### src/rtl/vga_timing_gen.sv
// vga_timing_gen: parametrised VGA raster timing generator and frame-buffer read sequencer.
// Latency: counter state -> rd_addr/rd_en 1 clock; -> hsync/vsync/de/colour/frame_start RD_LAT+2 clocks.
// Backpressure: none; free-running raster, the frame-buffer read port must return data RD_LAT clocks after rd_en.
//
// Ports:
//   clk, rstn          pixel clock, asynchronous active-low reset
//   scale2             1 = show each buffer pixel as a 2x2 block (latched at frame start)
//   rd_addr, rd_en     frame-buffer read request (rd_en only in the active region)
//   pixel_in           read data {blu,grn,red}, valid RD_LAT clocks after rd_en
//   red, grn, blu, de  colour and display enable to the DAC (colour forced to 0 outside de)
//   hsync, vsync       syncs at HS_POL / VS_POL when asserted
//   frame_start        one-clock pulse with the first active pixel of each frame on the outputs
// Optional: define VGA_TEST_PATTERN_EN to add input pattern_sel, which replaces the frame buffer
// with 8 vertical colour bars (rd_en held low), keeping the same timing.

module vga_timing_gen #(
  parameter int   H_ACTIVE = 640,
  parameter int   H_FP     = 16,
  parameter int   H_SYNC   = 96,
  parameter int   H_BP     = 48,
  parameter int   V_ACTIVE = 480,
  parameter int   V_FP     = 10,
  parameter int   V_SYNC   = 2,
  parameter int   V_BP     = 33,
  parameter logic HS_POL   = 1'b0,
  parameter logic VS_POL   = 1'b0,
  parameter int   CW       = 4,
  parameter int   AW       = 19,
  parameter int   RD_LAT   = 1
) (
  input  logic            clk,
  input  logic            rstn,
  input  logic            scale2,
`ifdef VGA_TEST_PATTERN_EN
  input  logic            pattern_sel,
`endif
  output logic [AW-1:0]   rd_addr,
  output logic            rd_en,
  input  logic [3*CW-1:0] pixel_in,
  output logic [CW-1:0]   red,
  output logic [CW-1:0]   grn,
  output logic [CW-1:0]   blu,
  output logic            hsync,
  output logic            vsync,
  output logic            de,
  output logic            frame_start
);

  localparam int H_TOTAL = H_ACTIVE + H_FP + H_SYNC + H_BP;
  localparam int V_TOTAL = V_ACTIVE + V_FP + V_SYNC + V_BP;
  localparam int HW      = $clog2(H_TOTAL);
  localparam int VW      = $clog2(V_TOTAL);

  localparam logic [HW-1:0] H_LAST = HW'(H_TOTAL - 1);
  localparam logic [HW-1:0] H_ACT  = HW'(H_ACTIVE);
  localparam logic [HW-1:0] HS_BEG = HW'(H_ACTIVE + H_FP);
  localparam logic [HW-1:0] HS_END = HW'(H_ACTIVE + H_FP + H_SYNC);
  localparam logic [VW-1:0] V_LAST = VW'(V_TOTAL - 1);
  localparam logic [VW-1:0] V_ACT  = VW'(V_ACTIVE);
  localparam logic [VW-1:0] VS_BEG = VW'(V_ACTIVE + V_FP);
  localparam logic [VW-1:0] VS_END = VW'(V_ACTIVE + V_FP + V_SYNC);

  // Buffer pixels per displayed line in each mode.
  localparam logic [AW-1:0] LINE_1X = AW'(H_ACTIVE);
  localparam logic [AW-1:0] LINE_2X = AW'(H_ACTIVE / 2);

  // ---------------------------------------------------------------- raster counters
  logic [HW-1:0] hcnt;
  logic [VW-1:0] vcnt;
  logic          line_end;
  logic          frame_first;

  assign line_end    = (hcnt == H_LAST);
  assign frame_first = (hcnt == '0) && (vcnt == '0);

  always_ff @(posedge clk or negedge rstn) begin
    if (!rstn) begin
      hcnt <= '0;
      vcnt <= '0;
    end else if (line_end) begin
      hcnt <= '0;
      vcnt <= (vcnt == V_LAST) ? '0 : vcnt + 1'b1;
    end else begin
      hcnt <= hcnt + 1'b1;
    end
  end

  // ---------------------------------------------------------------- scale mode
  // s_q is only written on the first pixel of a frame. During that one clock the
  // register still holds the previous frame's mode, so the x stepping decision
  // for that clock must look at scale2 directly.
  logic s_q;
  logic s_cur;

  assign s_cur = frame_first ? scale2 : s_q;

  always_ff @(posedge clk or negedge rstn) begin
    if (!rstn)            s_q <= 1'b0;
    else if (frame_first) s_q <= scale2;
  end

  // ---------------------------------------------------------------- address generation
  // x_cnt tracks hcnt>>s, line_base tracks (vcnt>>s)*(H_ACTIVE>>s); their sum is the
  // read address without a multiplier.
  logic [AW-1:0] x_cnt;
  logic [AW-1:0] line_base;

  always_ff @(posedge clk or negedge rstn) begin
    if (!rstn)                    x_cnt <= '0;
    else if (line_end)            x_cnt <= '0;
    else if (!s_cur || hcnt[0])   x_cnt <= x_cnt + 1'b1;
  end

  always_ff @(posedge clk or negedge rstn) begin
    if (!rstn) begin
      line_base <= '0;
    end else if (line_end) begin
      if (vcnt == V_LAST)
        line_base <= '0;
      else if ((vcnt < V_ACT) && (!s_q || vcnt[0]))
        line_base <= line_base + (s_q ? LINE_2X : LINE_1X);
    end
  end

  // ---------------------------------------------------------------- raster flags
  logic hs_i, vs_i, act_i, fetch;

  assign hs_i  = (hcnt >= HS_BEG) && (hcnt < HS_END);
  assign vs_i  = (vcnt >= VS_BEG) && (vcnt < VS_END);
  assign act_i = (hcnt < H_ACT) && (vcnt < V_ACT);

`ifdef VGA_TEST_PATTERN_EN
  assign fetch = act_i & ~pattern_sel;
`else
  assign fetch = act_i;
`endif

  // ---------------------------------------------------------------- read request
  always_ff @(posedge clk or negedge rstn) begin
    if (!rstn) begin
      rd_en   <= 1'b0;
      rd_addr <= '0;
    end else begin
      rd_en <= fetch;
      if (fetch) rd_addr <= line_base + x_cnt;
    end
  end

  // ---------------------------------------------------------------- delay line
  // RD_LAT+1 stages here plus the output register make RD_LAT+2 in total; stage
  // RD_LAT is coincident with pixel_in for the same raster position.
  logic [RD_LAT:0] hs_d, vs_d, act_d, fs_d;

  always_ff @(posedge clk or negedge rstn) begin
    if (!rstn) begin
      hs_d  <= '0;
      vs_d  <= '0;
      act_d <= '0;
      fs_d  <= '0;
    end else begin
      hs_d  <= {hs_d[RD_LAT-1:0],  hs_i};
      vs_d  <= {vs_d[RD_LAT-1:0],  vs_i};
      act_d <= {act_d[RD_LAT-1:0], act_i};
      fs_d  <= {fs_d[RD_LAT-1:0],  frame_first & act_i};
    end
  end

`ifdef VGA_TEST_PATTERN_EN
  // ---------------------------------------------------------------- colour bars
  // bar_k is hcnt / (H_ACTIVE/8) across the active part of the line, built from a
  // position-within-bar counter instead of a divider.
  localparam logic [HW-1:0] BAR_LAST = HW'(H_ACTIVE / 8 - 1);

  logic [HW-1:0]   bar_pos;
  logic [2:0]      bar_k;
  logic [2:0]      k_d [RD_LAT+1];
  logic [RD_LAT:0] pat_d;

  always_ff @(posedge clk or negedge rstn) begin
    if (!rstn) begin
      bar_pos <= '0;
      bar_k   <= '0;
    end else if (line_end) begin
      bar_pos <= '0;
      bar_k   <= '0;
    end else if (bar_pos == BAR_LAST) begin
      bar_pos <= '0;
      bar_k   <= bar_k + 1'b1;
    end else begin
      bar_pos <= bar_pos + 1'b1;
    end
  end

  always_ff @(posedge clk or negedge rstn) begin
    if (!rstn) begin
      pat_d <= '0;
      for (int i = 0; i <= RD_LAT; i++) k_d[i] <= '0;
    end else begin
      pat_d  <= {pat_d[RD_LAT-1:0], pattern_sel};
      k_d[0] <= bar_k;
      for (int i = 1; i <= RD_LAT; i++) k_d[i] <= k_d[i-1];
    end
  end
`endif

  // ---------------------------------------------------------------- colour source
  logic [3*CW-1:0] pix;

  always_comb begin
    pix = pixel_in;
`ifdef VGA_TEST_PATTERN_EN
    if (pat_d[RD_LAT])
      pix = {{CW{k_d[RD_LAT][2]}}, {CW{k_d[RD_LAT][1]}}, {CW{k_d[RD_LAT][0]}}};
`endif
  end

  // ---------------------------------------------------------------- output register
  always_ff @(posedge clk or negedge rstn) begin
    if (!rstn) begin
      hsync       <= ~HS_POL;
      vsync       <= ~VS_POL;
      de          <= 1'b0;
      frame_start <= 1'b0;
      red         <= '0;
      grn         <= '0;
      blu         <= '0;
    end else begin
      hsync       <= hs_d[RD_LAT] ? HS_POL : ~HS_POL;
      vsync       <= vs_d[RD_LAT] ? VS_POL : ~VS_POL;
      de          <= act_d[RD_LAT];
      frame_start <= fs_d[RD_LAT];
      red         <= act_d[RD_LAT] ? pix[CW-1:0]      : '0;
      grn         <= act_d[RD_LAT] ? pix[2*CW-1:CW]   : '0;
      blu         <= act_d[RD_LAT] ? pix[3*CW-1:2*CW] : '0;
    end
  end

endmodule

### config.mk
export PLATFORM = sky130hd
export DESIGN_NAME = vga_timing_gen
export DESIGN_NICKNAME = d
export VERILOG_FILES = /design/src/rtl/vga_timing_gen.sv
export SDC_FILE = /design/constraint.sdc
export NUM_CORES = 1
export LEC_CHECK = 0
export CAP_MARGIN = 10
export CORE_AREA = 2 2 117 96
export CTS_CLUSTER_DIAMETER = 200
export DETAILED_ROUTE_END_ITERATION = 8
export DIE_AREA = 0 0 119 98
export MAX_ROUTING_LAYER = met4
export PLACE_DENSITY = 0.65
export SYNTH_ARGS = -nofsm -noshare
export SYNTH_HDL_FRONTEND = slang
export SYNTH_SLANG_ARGS = --single-unit
### constraint.sdc
create_clock -name clk -period 2.86 [get_ports clk]
set_input_delay 0.572 -clock clk [delete_from_list [all_inputs] [get_ports clk]]
set_output_delay 0.572 -clock clk [all_outputs]
set_load 0.1 [all_outputs]
==> results.sh <==
export IMPL_synthCells=458
export IMPL_critPathMaxFanout=6
export IMPL_setup_viol=0
export IMPL_wl_mm=9.213
export IMPL_core_mm2=0.01059
export IMPL_final_max_slew_violation_count=0
export IMPL_critPathRequiredTime_ns=3.12
export IMPL_clk_latency_ns=0.34
export IMPL_cts_resized=0
export IMPL_io_buffer_count=50
export IMPL_ys_ff_latch=96
export IMPL_rsz0062_at_grt="false"
export IMPL_cts_max_level=3
export IMPL_die_w_um=119
export IMPL_syn_nets=496
export IMPL_grt_first_pass_wirelength_mm=15.81
export IMPL_gp_congestion=0.8069
export IMPL_antenna_found_initial=0
export IMPL_drtIter0Drc=196
export IMPL_synth_seq_area_share_pct=52.07
export IMPL_timing_final_crit_share_pct=88.10
export IMPL_ys_types=43
export IMPL_path_class="reg2reg"
export IMPL_cp_data_arrival_time_ns=2.77
export IMPL_fin_tns_setup_ns=0
export IMPL_syn_area_mm2=0.004618
export IMPL_synth_avg_cell_area_um2=10.08
export IMPL_area_growth_pct=18.94
export IMPL_rows=34
export IMPL_holdCritPathClass="in2async"
export IMPL_maxCapViolCount=0
export IMPL_yosysWarnings=0
export IMPL_hpwl_mm=6.711
export IMPL_worstMarginPinSlew_ns=0.7444
export IMPL_cts_tree="built"
export IMPL_p_leak_nw=2.603
export IMPL_avgRoutedWirePerCell_um=13.96
export IMPL_first_pass_iters=4
export IMPL_max_freq_mhz=396.9
export IMPL_diodes=0
export IMPL_regArea_mm2=0.002405
export IMPL_status="completed"
export IMPL_initial_core_util_pct=43.60
export IMPL_cts_buffers=9
export IMPL_cts_root_buf="clkbuf_16"
export IMPL_dr_total_vias=3391
export IMPL_viasPerCell=5.138
export IMPL_multiInputGateArea_mm2=0.002112
export IMPL_finish_utilization_pct=51.85
export IMPL_die_y_um=98
export IMPL_path_clk_slew_ns=0.07
export IMPL_start_kind="register"
export IMPL_grt_start_max_net_pins=52
export IMPL_gr_usage_all_layers_pct=17.41
export IMPL_layout_nets=549
export IMPL_die_area_mm2=0.01166
export IMPL_min_period_ns=2.520
export IMPL_slew_headroom_pct=50.38
export IMPL_vdd_ir_drop_max_mv=0.3237
export IMPL_powerDensity_mw_per_mm2=629.1
export IMPL_clockBufferDepth=2
export IMPL_boundaryPins=51
export IMPL_cts_setup_buffers=0
export IMPL_first_global_vias=3318
export IMPL_overflow=0
export IMPL_ctsHoldBuffers=0
export IMPL_ant_nets=0
export IMPL_drc_errors=0
export IMPL_clkSinkCount=96
export IMPL_fillers=965
export IMPL_drive_gt1_share_pct=12.79
export IMPL_crit_path_end_kind="register"
export IMPL_hold_viol=0
export IMPL_finClkSkew_ns=0.007483
==> report_power, final <==
group / internal (mW) / switching [mW] / leakage, nW
Combinational: 0.171 / 0.569 / 1.21
Sequential: 1.46 / 0.106 / 1.25
Clock: 0.627 / 0.524 / 0.142
Total: 2.26 / 1.20 / 2.60
==> per-layer routing <==
layer | vias up | track usage [%] | routed length (µm)
li1 | 1722 | - | -
met3 | 6 | 5.315 | 324
met5 | - | - | 0
met2 | 62 | 24.71 | 4169
met1 | 1601 | 23.97 | 4635
met4 | 0 | 5.311 | 83
==> cell type report <==
type,count,area share (%)
Tap cell,144,3.280
Clock inverter,6,0.9112
Multi-Input combinational cell,335,38.45
Clock buffer,10,4.351
Timing Repair Buffer,54,8.200
Inverter,15,1.025
Sequential cell,96,43.78
==> flip-flops by register name, indices dropped and copies added (netlist names) <==
name         count
act_d            2
blu              4
de               1
frame_start      1
fs_d             2
grn              4
hcnt            10
hs_d             2
hsync            1
line_base       13
rd_addr         19
red              4
s_q              1
vcnt            10
vs_d             2
vsync            1
x_cnt           19
==> cell usage after synthesis <==
| master | instances | area (µm²) |
|---|---|---|
| a21boi_0 | 1 | 7.510 |
| a21o_1 | 9 | 67.56 |
| a21oi_1 | 24 | 120.1 |
| a221oi_1 | 1 | 8.760 |
| a22o_1 | 3 | 26.28 |
| a31oi_1 | 1 | 6.260 |
| and2_1 | 15 | 93.84 |
| and3_1 | 8 | 50.05 |
| and4_1 | 1 | 8.760 |
| clkbuf_1 | 12 | 45.04 |
| clkinv_1 | 1 | 3.750 |
| dfrtp_1 | 94 | 2352 |
| dfstp_2 | 2 | 52.55 |
| fa_1 | 1 | 20.02 |
| ha_1 | 22 | 275.3 |
| inv_1 | 14 | 52.55 |
| mux2_2 | 1 | 11.26 |
| mux2i_1 | 1 | 10.01 |
| nand2_1 | 60 | 225.2 |
| nand2b_1 | 1 | 6.260 |
| nand3_1 | 15 | 75.07 |
| nand3_4 | 1 | 17.52 |
| nand3b_2 | 1 | 11.26 |
| nand4_1 | 15 | 93.84 |
| nor2_1 | 33 | 123.9 |
| nor2b_1 | 3 | 18.77 |
| nor3_1 | 12 | 60.06 |
| nor4_1 | 1 | 6.260 |
| nor4b_1 | 3 | 26.28 |
| nor4b_2 | 1 | 15.01 |
| o2111a_1 | 1 | 11.26 |
| o2111ai_1 | 1 | 8.760 |
| o211ai_1 | 4 | 30.03 |
| o211ai_2 | 1 | 12.51 |
| o21a_1 | 2 | 15.01 |
| o21ai_0 | 30 | 150.1 |
| o31ai_1 | 8 | 60.06 |
| o41ai_1 | 1 | 8.760 |
| or2_2 | 2 | 12.51 |
| or3_1 | 9 | 56.30 |
| or4_1 | 5 | 37.54 |
| xnor2_1 | 15 | 131.4 |
| xor2_1 | 22 | 192.7 |
==> worst max-delay path, stage by stage, from the launching register on <==
cell and delay [ns]:
dfrtp_1 0.40, inv_1 0.14, ha_1 0.16, nor4b_2 0.25
nand4_1 0.22, o211ai_2 0.42, nand4_1 0.28, or3_1 0.40
a21oi_1 0.16
==> cells in the final DEF, fill, tap and decap left out, types with 5 or more instances in the layout <==
cell             count
clkbuf_16            9
or4_1                5
clkdlybuf4s50_1     13
inv_1               14
xnor2_1             15
nand4_1             15
and3_1               8
xor2_1              22
nor3_1              12
ha_1                22
dfrtp_1             94
a21oi_1             24
a21o_1               9
and2_1              15
nand2_1             60
o31ai_1              8
or3_1                9
o21ai_0             30
buf_4               40
nand3_1             15
nor2_1              33
==> kinds of logic after synthesis <==
kind of cell             after synthesis  synth area share [%]
flip-flops                            96                 52.07
buffers and inverters                 27                 2.194
adder cells (fa/ha/maj)               23                 6.394
AND/OR/NAND/NOR                      186                 20.32
multiplexers                           2                0.4606
AO/OA/AOI/OAI                         87                 11.54
XOR/XNOR                              37                 7.017
==> path summary, 6_finish.rpt <==
path | start | to | slack (ns) | cells past startpoint
max | vcnt[0] | x_cnt[15] | 0.34 | 8
min | rstn | hcnt[5] | 0.23 | 1
max reg2reg | vcnt[0] | x_cnt[15] | 0.34 | 8
min reg2reg | hs_d[1] | hsync | 0.35 | 1
max in group asynchronous | rstn | hsync | 1.94 | 2
min in group clk | hs_d[1] | hsync | 0.35 | 1
==> stage by stage <==
stage | hold slack (ns) | setup slack [ns] | instance area, µm² | power, mW | std cells
after floorplan | 0.2764 | 0.6873 | 4618 | 2.126 | 458
after global placement | 0.3342 | 0.4454 | 5204 | 2.316 | 644
after detailed placement | 0.3365 | 0.3679 | 5204 | 2.338 | 644
after CTS | 0.2563 | 0.3475 | 5493 | 3.506 | 660
after global routing | 0.2802 | 0.1319 | 5493 | 3.630 | 660
final | 0.2344 | 0.3402 | 5493 | 3.455 | 660
(Power assumes the default switching activity.)
